File: src/rtl/apu_mix_sched.sv
// APU output-stage sample scheduler: divides nclk to the sample rate, snapshots channel
// levels, shares one mixing ROM between the pulse and TND lookups, and hands out 8-bit samples.
module apu_mix_sched #(
  parameter int DIV     = 40,
  parameter int ROM_LAT = 1
) (
  input  logic       nclk_i,
  input  logic       n_reset_i,
  input  logic       en_i,
  input  logic [3:0] pulse0_i,
  input  logic [3:0] pulse1_i,
  input  logic [3:0] triangle_i,
  input  logic [3:0] noise_i,
  input  logic [6:0] dmc_i,
  output logic [8:0] rom_addr_o,
  input  logic [7:0] rom_q_i,
  output logic [7:0] sample_o,
  output logic       sample_valid_o,
  input  logic       sample_ready_i,
  output logic [7:0] overrun_o
);

  localparam int               CNT_W    = $clog2(DIV);
  localparam logic [CNT_W-1:0] CNT_LAST = CNT_W'(DIV - 1);
  // Cycles after the tick at which each ROM word is on rom_q_i.
  localparam logic [2:0]       PH_P     = 3'(ROM_LAT + 1);
  localparam logic [2:0]       PH_T     = 3'(ROM_LAT + 2);

  typedef enum logic [2:0] {IDLE, ADDR_P, ADDR_T, WAIT, SUM} state_t;

  state_t           state_q, state_d;
  logic [CNT_W-1:0] cnt_q, cnt_d;
  logic [2:0]       phase_q, phase_d;
  logic [8:0]       rom_addr_q, rom_addr_d;
  logic [7:0]       sample_q, sample_d;
  logic             valid_q, valid_d;
  logic [7:0]       ovr_q, ovr_d;
  logic [7:0]       tidx_q, pq_q, tq_q;

  logic             tick, cap_p, cap_t, sum_wr;
  logic [4:0]       psum_w;
  logic [7:0]       tidx_w;
  logic [8:0]       mix_w;

  function automatic logic [7:0] sat8(input logic [8:0] v);
    return v[8] ? 8'hFF : v[7:0];
  endfunction

  function automatic logic [7:0] sat_inc8(input logic [7:0] c);
    return (c == 8'hFF) ? c : c + 8'd1;
  endfunction

  // Divider stage: tick on the last count of each sample period.
  assign tick = en_i && (cnt_q == CNT_LAST);

  always_comb begin
    if (!en_i || (cnt_q == CNT_LAST)) cnt_d = '0;
    else                              cnt_d = cnt_q + CNT_W'(1);
  end

  // Snapshot stage: full-width lookup indices from the levels present at the tick.
  assign psum_w = {1'b0, pulse0_i} + {1'b0, pulse1_i};
  assign tidx_w = {3'b0, triangle_i, 1'b0} + {4'b0, triangle_i}
                + {3'b0, noise_i, 1'b0} + {1'b0, dmc_i};

  // ROM sequencing stage. rom_addr is registered, so each address is loaded on the
  // edge that enters its state and the pulse address comes straight from the snapshot.
  always_comb begin
    state_d    = state_q;
    phase_d    = phase_q;
    rom_addr_d = rom_addr_q;
    sum_wr     = 1'b0;
    unique case (state_q)
      IDLE: begin
        if (tick) begin
          state_d    = ADDR_P;
          phase_d    = 3'd1;
          rom_addr_d = {4'b0000, psum_w};
        end
      end
      ADDR_P: begin
        state_d    = ADDR_T;
        phase_d    = phase_q + 3'd1;
        rom_addr_d = {1'b1, tidx_q};
      end
      ADDR_T: begin
        state_d = WAIT;
        phase_d = phase_q + 3'd1;
      end
      WAIT: begin
        phase_d = phase_q + 3'd1;
        if (phase_q == PH_T) state_d = SUM;
      end
      SUM: begin
        sum_wr  = 1'b1;
        state_d = IDLE;
        phase_d = 3'd0;
      end
      default: begin
        state_d = IDLE;
        phase_d = 3'd0;
      end
    endcase
  end

  // With short ROM latency the pulse word can land while still in ADDR_T.
  assign cap_p = (state_q != IDLE) && (phase_q == PH_P);
  assign cap_t = (state_q != IDLE) && (phase_q == PH_T);

  // Mix / output stage: pq_q has bit 7 forced to zero at capture.
  assign mix_w = {1'b0, pq_q} + {1'b0, tq_q};

  always_comb begin
    sample_d = sample_q;
    valid_d  = valid_q;
    ovr_d    = ovr_q;
    if (valid_q && sample_ready_i) valid_d = 1'b0;
    if (sum_wr) begin
      sample_d = sat8(mix_w);
      valid_d  = 1'b1;
      if (valid_q && !sample_ready_i) ovr_d = sat_inc8(ovr_q);
    end
  end

  always_ff @(posedge nclk_i or negedge n_reset_i) begin
    if (!n_reset_i) begin
      state_q    <= IDLE;
      cnt_q      <= '0;
      phase_q    <= 3'd0;
      rom_addr_q <= 9'd0;
      sample_q   <= 8'd0;
      valid_q    <= 1'b0;
      ovr_q      <= 8'd0;
    end else begin
      state_q    <= state_d;
      cnt_q      <= cnt_d;
      phase_q    <= phase_d;
      rom_addr_q <= rom_addr_d;
      sample_q   <= sample_d;
      valid_q    <= valid_d;
      ovr_q      <= ovr_d;
    end
  end

  always_ff @(posedge nclk_i) begin
    if (state_q == IDLE && tick) tidx_q <= tidx_w;
    if (cap_p)                   pq_q   <= rom_q_i & 8'h7F;
    if (cap_t)                   tq_q   <= rom_q_i;
  end

  assign rom_addr_o     = rom_addr_q;
  assign sample_o       = sample_q;
  assign sample_valid_o = valid_q;
  assign overrun_o      = ovr_q;

endmodule

File: config.mk
export PLATFORM = sky130hd
export DESIGN_NAME = apu_mix_sched
export DESIGN_NICKNAME = d
export VERILOG_FILES = /design/src/rtl/apu_mix_sched.sv
export SDC_FILE = /design/constraint.sdc
export NUM_CORES = 1
export LEC_CHECK = 0
export ABC_AREA = 0
export CAP_MARGIN = 30
export CORE_MARGIN = 2
export CORE_UTILIZATION = 35
export CTS_BUF_LIST = sky130_fd_sc_hd__clkbuf_8 sky130_fd_sc_hd__clkbuf_16
export DETAILED_ROUTE_END_ITERATION = 10
export MAX_ROUTING_LAYER = met4
export PLACE_DENSITY_LB_ADDON = 0.2
export REMOVE_ABC_BUFFERS = 1
export SLEW_MARGIN = 40
export SYNTH_ARGS = -nofsm -noshare
export SYNTH_HDL_FRONTEND = slang
export SYNTH_SLANG_ARGS = --single-unit
export TNS_END_PERCENT = 50
File: constraint.sdc
create_clock -name nclk_i -period 6.1 [get_ports nclk_i]
set_clock_uncertainty 0.2 [all_clocks]
set_input_delay 0.61 -clock nclk_i [delete_from_list [all_inputs] [get_ports nclk_i]]
set_output_delay 0.61 -clock nclk_i [all_outputs]
set_load 0.005 [all_outputs]
# Word level (Yosys, flattened, before mapping)
# Index checks and enable logic that the tools add are counted.
[word_totals] regBits=61 input_bits=35 output_inout_bits=26 wordCells=57
[classes] add_sub_neg=8 eq_ne=10 muxes=11 bitwise=1 reduce_logical=17
[op_table] cell="$pmux 9 s2" n=1
[op_table] cell="$eq 3x2->1 const B" n=4
[op_table] cell="$pmux 3 s4" n=1
[op_table] cell="$add 7x8->9" n=1
[op_table] cell="$mux 9" n=1
[op_table] cell="$add 7x7->8" n=1
[op_table] cell="$add 8x1->8 const B" n=1
[op_table] cell="$eq 8x8->1 const B" n=1
[op_table] cell="$mux 8" n=1
[op_table] cell="$add 6x5->7" n=1
[op_table] cell="$add 5x4->6" n=1
[op_table] cell="$add 6x1->6 const B" n=1
[op_table] cell="$eq 6x6->1 const B" n=1
[op_table] cell="$logic_and 1x1->1" n=6
[op_table] cell="$mux 3" n=2
[op_table] cell="$mux 6" n=1
[op_table] cell="$pmux 3 s2" n=1
[op_table] cell="$add 4x4->5" n=1
[op_table] cell="$ne 2x2->1 const B" n=2
[op_table] cell="$reduce_and 2->1" n=2
[op_table] cell="$reduce_bool 2->1" n=2
[op_table] cell="$add 3x1->3 const B" n=1
[op_table] cell="$eq 3x1->1 const B" n=1
[op_table] cell="$eq 3x3->1 const B" n=1
[op_table] cell="8 further kinds" n=11

# Longest topological paths before layout
[depth] depth_word=4 depth_mapped=10 mapped_depth_nobuf=10

# Least setup slack after synthesis
# OpenSTA, ideal clock, no wires.
[synth_timing] kind="input port to flip-flop" startpoint="input port triangle_i[1]" endpoint="register tidx_q[6], data pin" setup_ns=0.258 t_arrival_ns=2.658 t_required_ns=5.642 path_slack_ns=2.985 cell_stages=9 path_buffers=0 path_cell_list="inv_1 -> fa_1 -> fa_1 -> inv_1 -> ha_1 -> fa_1 -> a21o_1 -> a21oi_1 -> xnor2_1"
[synth_via] elab_chain_cells=3
[synth_rtl] element="start, declared" line_no="12" source="input logic [3:0] triangle_i,"
[synth_rtl] element="$add 5x4->6" line_no="63" source="assign tidx_w = {3'b0, triangle_i, 1'b0} + {4'b0, triangle_i}"
[synth_rtl] element="$add 6x5->7" line_no="64" source="+ {3'b0, noise_i, 1'b0} + {1'b0, dmc_i};"
[synth_rtl] element="$add 7x7->8" line_no="64"
[synth_rtl] element="net tidx_w[6]" line_no="42" source="logic [7:0] tidx_w;"
[synth_rtl] element="end signal, assigned" line_no="146" source="if (state_q == IDLE && tick) tidx_q <= tidx_w;"
[synth_rtl] element="end, declared" line_no="38" source="logic [7:0] tidx_q, pq_q, tq_q;"
# The timed path passes the listed nets, and every way through them passes these cells.
# A chain may end at the register's enable or synchronous reset.

# Final worst setup path
# Ends and elaborated chain as after synthesis.

==> impl_metrics.yaml <==
yosys:
  ys.flop_type: "dfrtp_1"
  syn_inst: 259
  synth.area.top_cells: "dfrtp_1 30%, edfxtp_1 22%, ha_1 9.5%, fa_1 6.3%, xnor2_1 3.1%"
  syn_area_per_cell_sq_um: 12.18
  synth_seq_area_share_pct: 52.04
  netlist_area_sq_um: 3154
  ys_warn_count: 0
  synth_seq_cells: 61
  yosys.area.top_type: "dfrtp_1"
  synthTopCellsByCount: "38 x dfrtp_1, 24 x ha_1, 23 x edfxtp_1, 22 x inv_1, 18 x nor2_1"
  synth.top_cell.area_share_pct: 30.15
  synth_edf_count: 23
  async_flop_share_pct: 62.30
  synth.most_common_cell: "dfrtp_1"
  yosysUniqueCellTypes: 44
sta:
  maxSlewHeadroom_pct: 48.33
  max_freq_mhz: 291.4
  tns_ns: 0
  layout_min_cycle_time_ns: 3.432
  fin_hold_ws_ns: 0.02023
  hold_violations: 0
  setup_viol: 0
  timing.final.crit_share_pct: 56.27
  tightest_slew_ns: 0.7693
  rsz0062_at_grt: "false"
  report.final.slew_viol_count: 0
pwr:
  p_leak_nw: 1.779
  total_power_uw: 909.2
  ir_worst_vdd_mv: 0.09272
  power-per-cell-area_nw_per_um2: 222.8
clock_network:
  htreeDepth: 3
  clk_latency_ns: 0.33
  clockBufferDepth: 2
  cts.sink_count: 61
  cts_tree: "yes"
  cts-root-buf: "clkbuf_8"
  cts_made_buffers: 9
  ctsResizeCount: 0
  cts_setup_buffers: 0
  path_clk_slew_ns: 0.07
  ctsHoldBuffers: 0
setup_path:
  crit_type: "in -> reg"
  end_kind: "flip-flop"
  critical_path_arrival_ns: 3.31
  setup.worst_path.start_class: "input pin"
  worst_ep_required_time_ns: 5.98
  path_max_fanout: 2
placed_design:
  placed_area_sq_um: 3874
  gp_congestion: 0.7954
  io_buffer_count: 60
  dp_hpwl_microns: 4098
routing:
  met3_length_microns: 298
  wl_microns: 5483
  maxUsedRoutingLayer: "met4"
  drt-met1-wl_microns: 2421
  wl_per_cell_microns: 12.49
  vias: 2083
  drt_first_pass_iters: 4
  vias_per_cell: 4.745
  dr_wl_met2_microns: 2676
  first_iter_violations: 73
  drcViolationCount: 0
  drtAntennaViolNets: 0
floorplan:
  die_w_microns: 98.93
  pin_count: 61
  dieArea_sq_um: 9787
  rows: 34
  fp.coreArea_sq_um: 8721
  start_util_pct: 36.17
  fp.dieH_microns: 98.93
cells_and_area:
  stdcell_area_sq_um: 4080
  drive_gt1_share_pct: 6.949
  diodes: 0
  syn2layout_area_growth_pct: 29.35
  nNetsFinal: 395
global_route:
  overflow: 0
  grt_pass1_vias: 2148
  grt_max_degree: 39
  grt_first_pass_wirelength_microns: 9508
  antenna_found_initial: 0
  grt_use_total_pct: 12.60
job:
  drv_cap: 0
run_status:
  outcome: "completed"
worst_hold_path:
  hp-class: "in -> async"
[kinds of logic after synthesis]
logic type	share of synthesized area, %
mux	0.9917
xor+xnor	5.276
fa+ha+maj	15.87
flops	52.04
compound gates	11.03
simple gates	11.34
buf+inv	3.451
[layout make-up]
class	count	area (sq um)
multi-input combinational	171	1409
clock buffer	12	165.2
timing repair buffer	61	605.6
sequential	61	1642
tap	108	135.1
fill	810	4641
clock inverter	4	41.29
inverter	22	82.58
[layer usage]
| layer | vias up | track usage, % |
|---|---|---|
| met5 | - | - |
| met4 | 0 | 5.374 |
| met3 | 7 | 4.043 |
| met2 | 45 | 20.63 |
| met1 | 986 | 14.19 |
| li1 | 1045 | - |
[layout by cell type, fill, tap and decap left out, drive strengths merged, types with 10 or more instances in the layout]
cell           count
clkdlybuf4s50     59
dfrtp             38
inv               25
ha                24
edfxtp            23
nor2              18
nand2             14
clkbuf            12
xnor2             11
a21oi             10
fa                10
[worst max-delay path, stage by stage]
cell and delay, ns:
clkdlybuf4s50_1 0.50, inv_1 0.07, fa_1 0.50, fa_1 0.51, inv_1 0.04, ha_1 0.21
fa_1 0.41, a21o_1 0.18, a21oi_1 0.19, xnor2_1 0.09
[state kept, by name, indices dropped and copies added, names as in the netlist]
register / count
tidx_q: 8
sample_o: 8
pq_q: 7
cnt_q: 6
sample_valid_o: 1
phase_q: 3
state_q: 3
rom_addr_o: 9
overrun_o: 8
tq_q: 8
[stage by stage]
step | util [%] | worst slack (ns) | instances
after floorplan | - | 2.985 | 254
after global placement | 44.33 | 2.394 | 423
after detailed placement | 44.42 | 2.305 | 423
after CTS | 46.79 | 2.661 | 439
after global routing | 46.79 | 2.548 | 439
final | 46.79 | 2.668 | 439
[worst paths after layout]
| path | from | end | depth (start not counted) | slack, ns |
|---|---|---|---|---|
| max in group asynchronous | n_reset_i | phase_q[0] | 1 | 5.32 |
| min reg2reg | tidx_q[3] | rom_addr_o[3] | 2 | 0.26 |
| min | n_reset_i | sample_o[3] | 1 | 0.02 |
| min in group nclk_i | tidx_q[3] | rom_addr_o[3] | 2 | 0.26 |
| max reg2reg | pq_q[0] | sample_o[0] | 7 | 3.51 |
| max | triangle_i[1] | tidx_q[6] | 10 | 2.67 |
[where the power goes]
| part | internal (mW) | leakage [nW] | switching (mW) |
|---|---|---|---|
| clock network | 0.218 | 0.116 | 0.146 |
| logic | 0.0591 | 0.956 | 0.0473 |
| registers | 0.436 | 0.707 | 0.00280 |
| total | 0.713 | 1.78 | 0.196 |
Power figures use the tool's default switching activity.
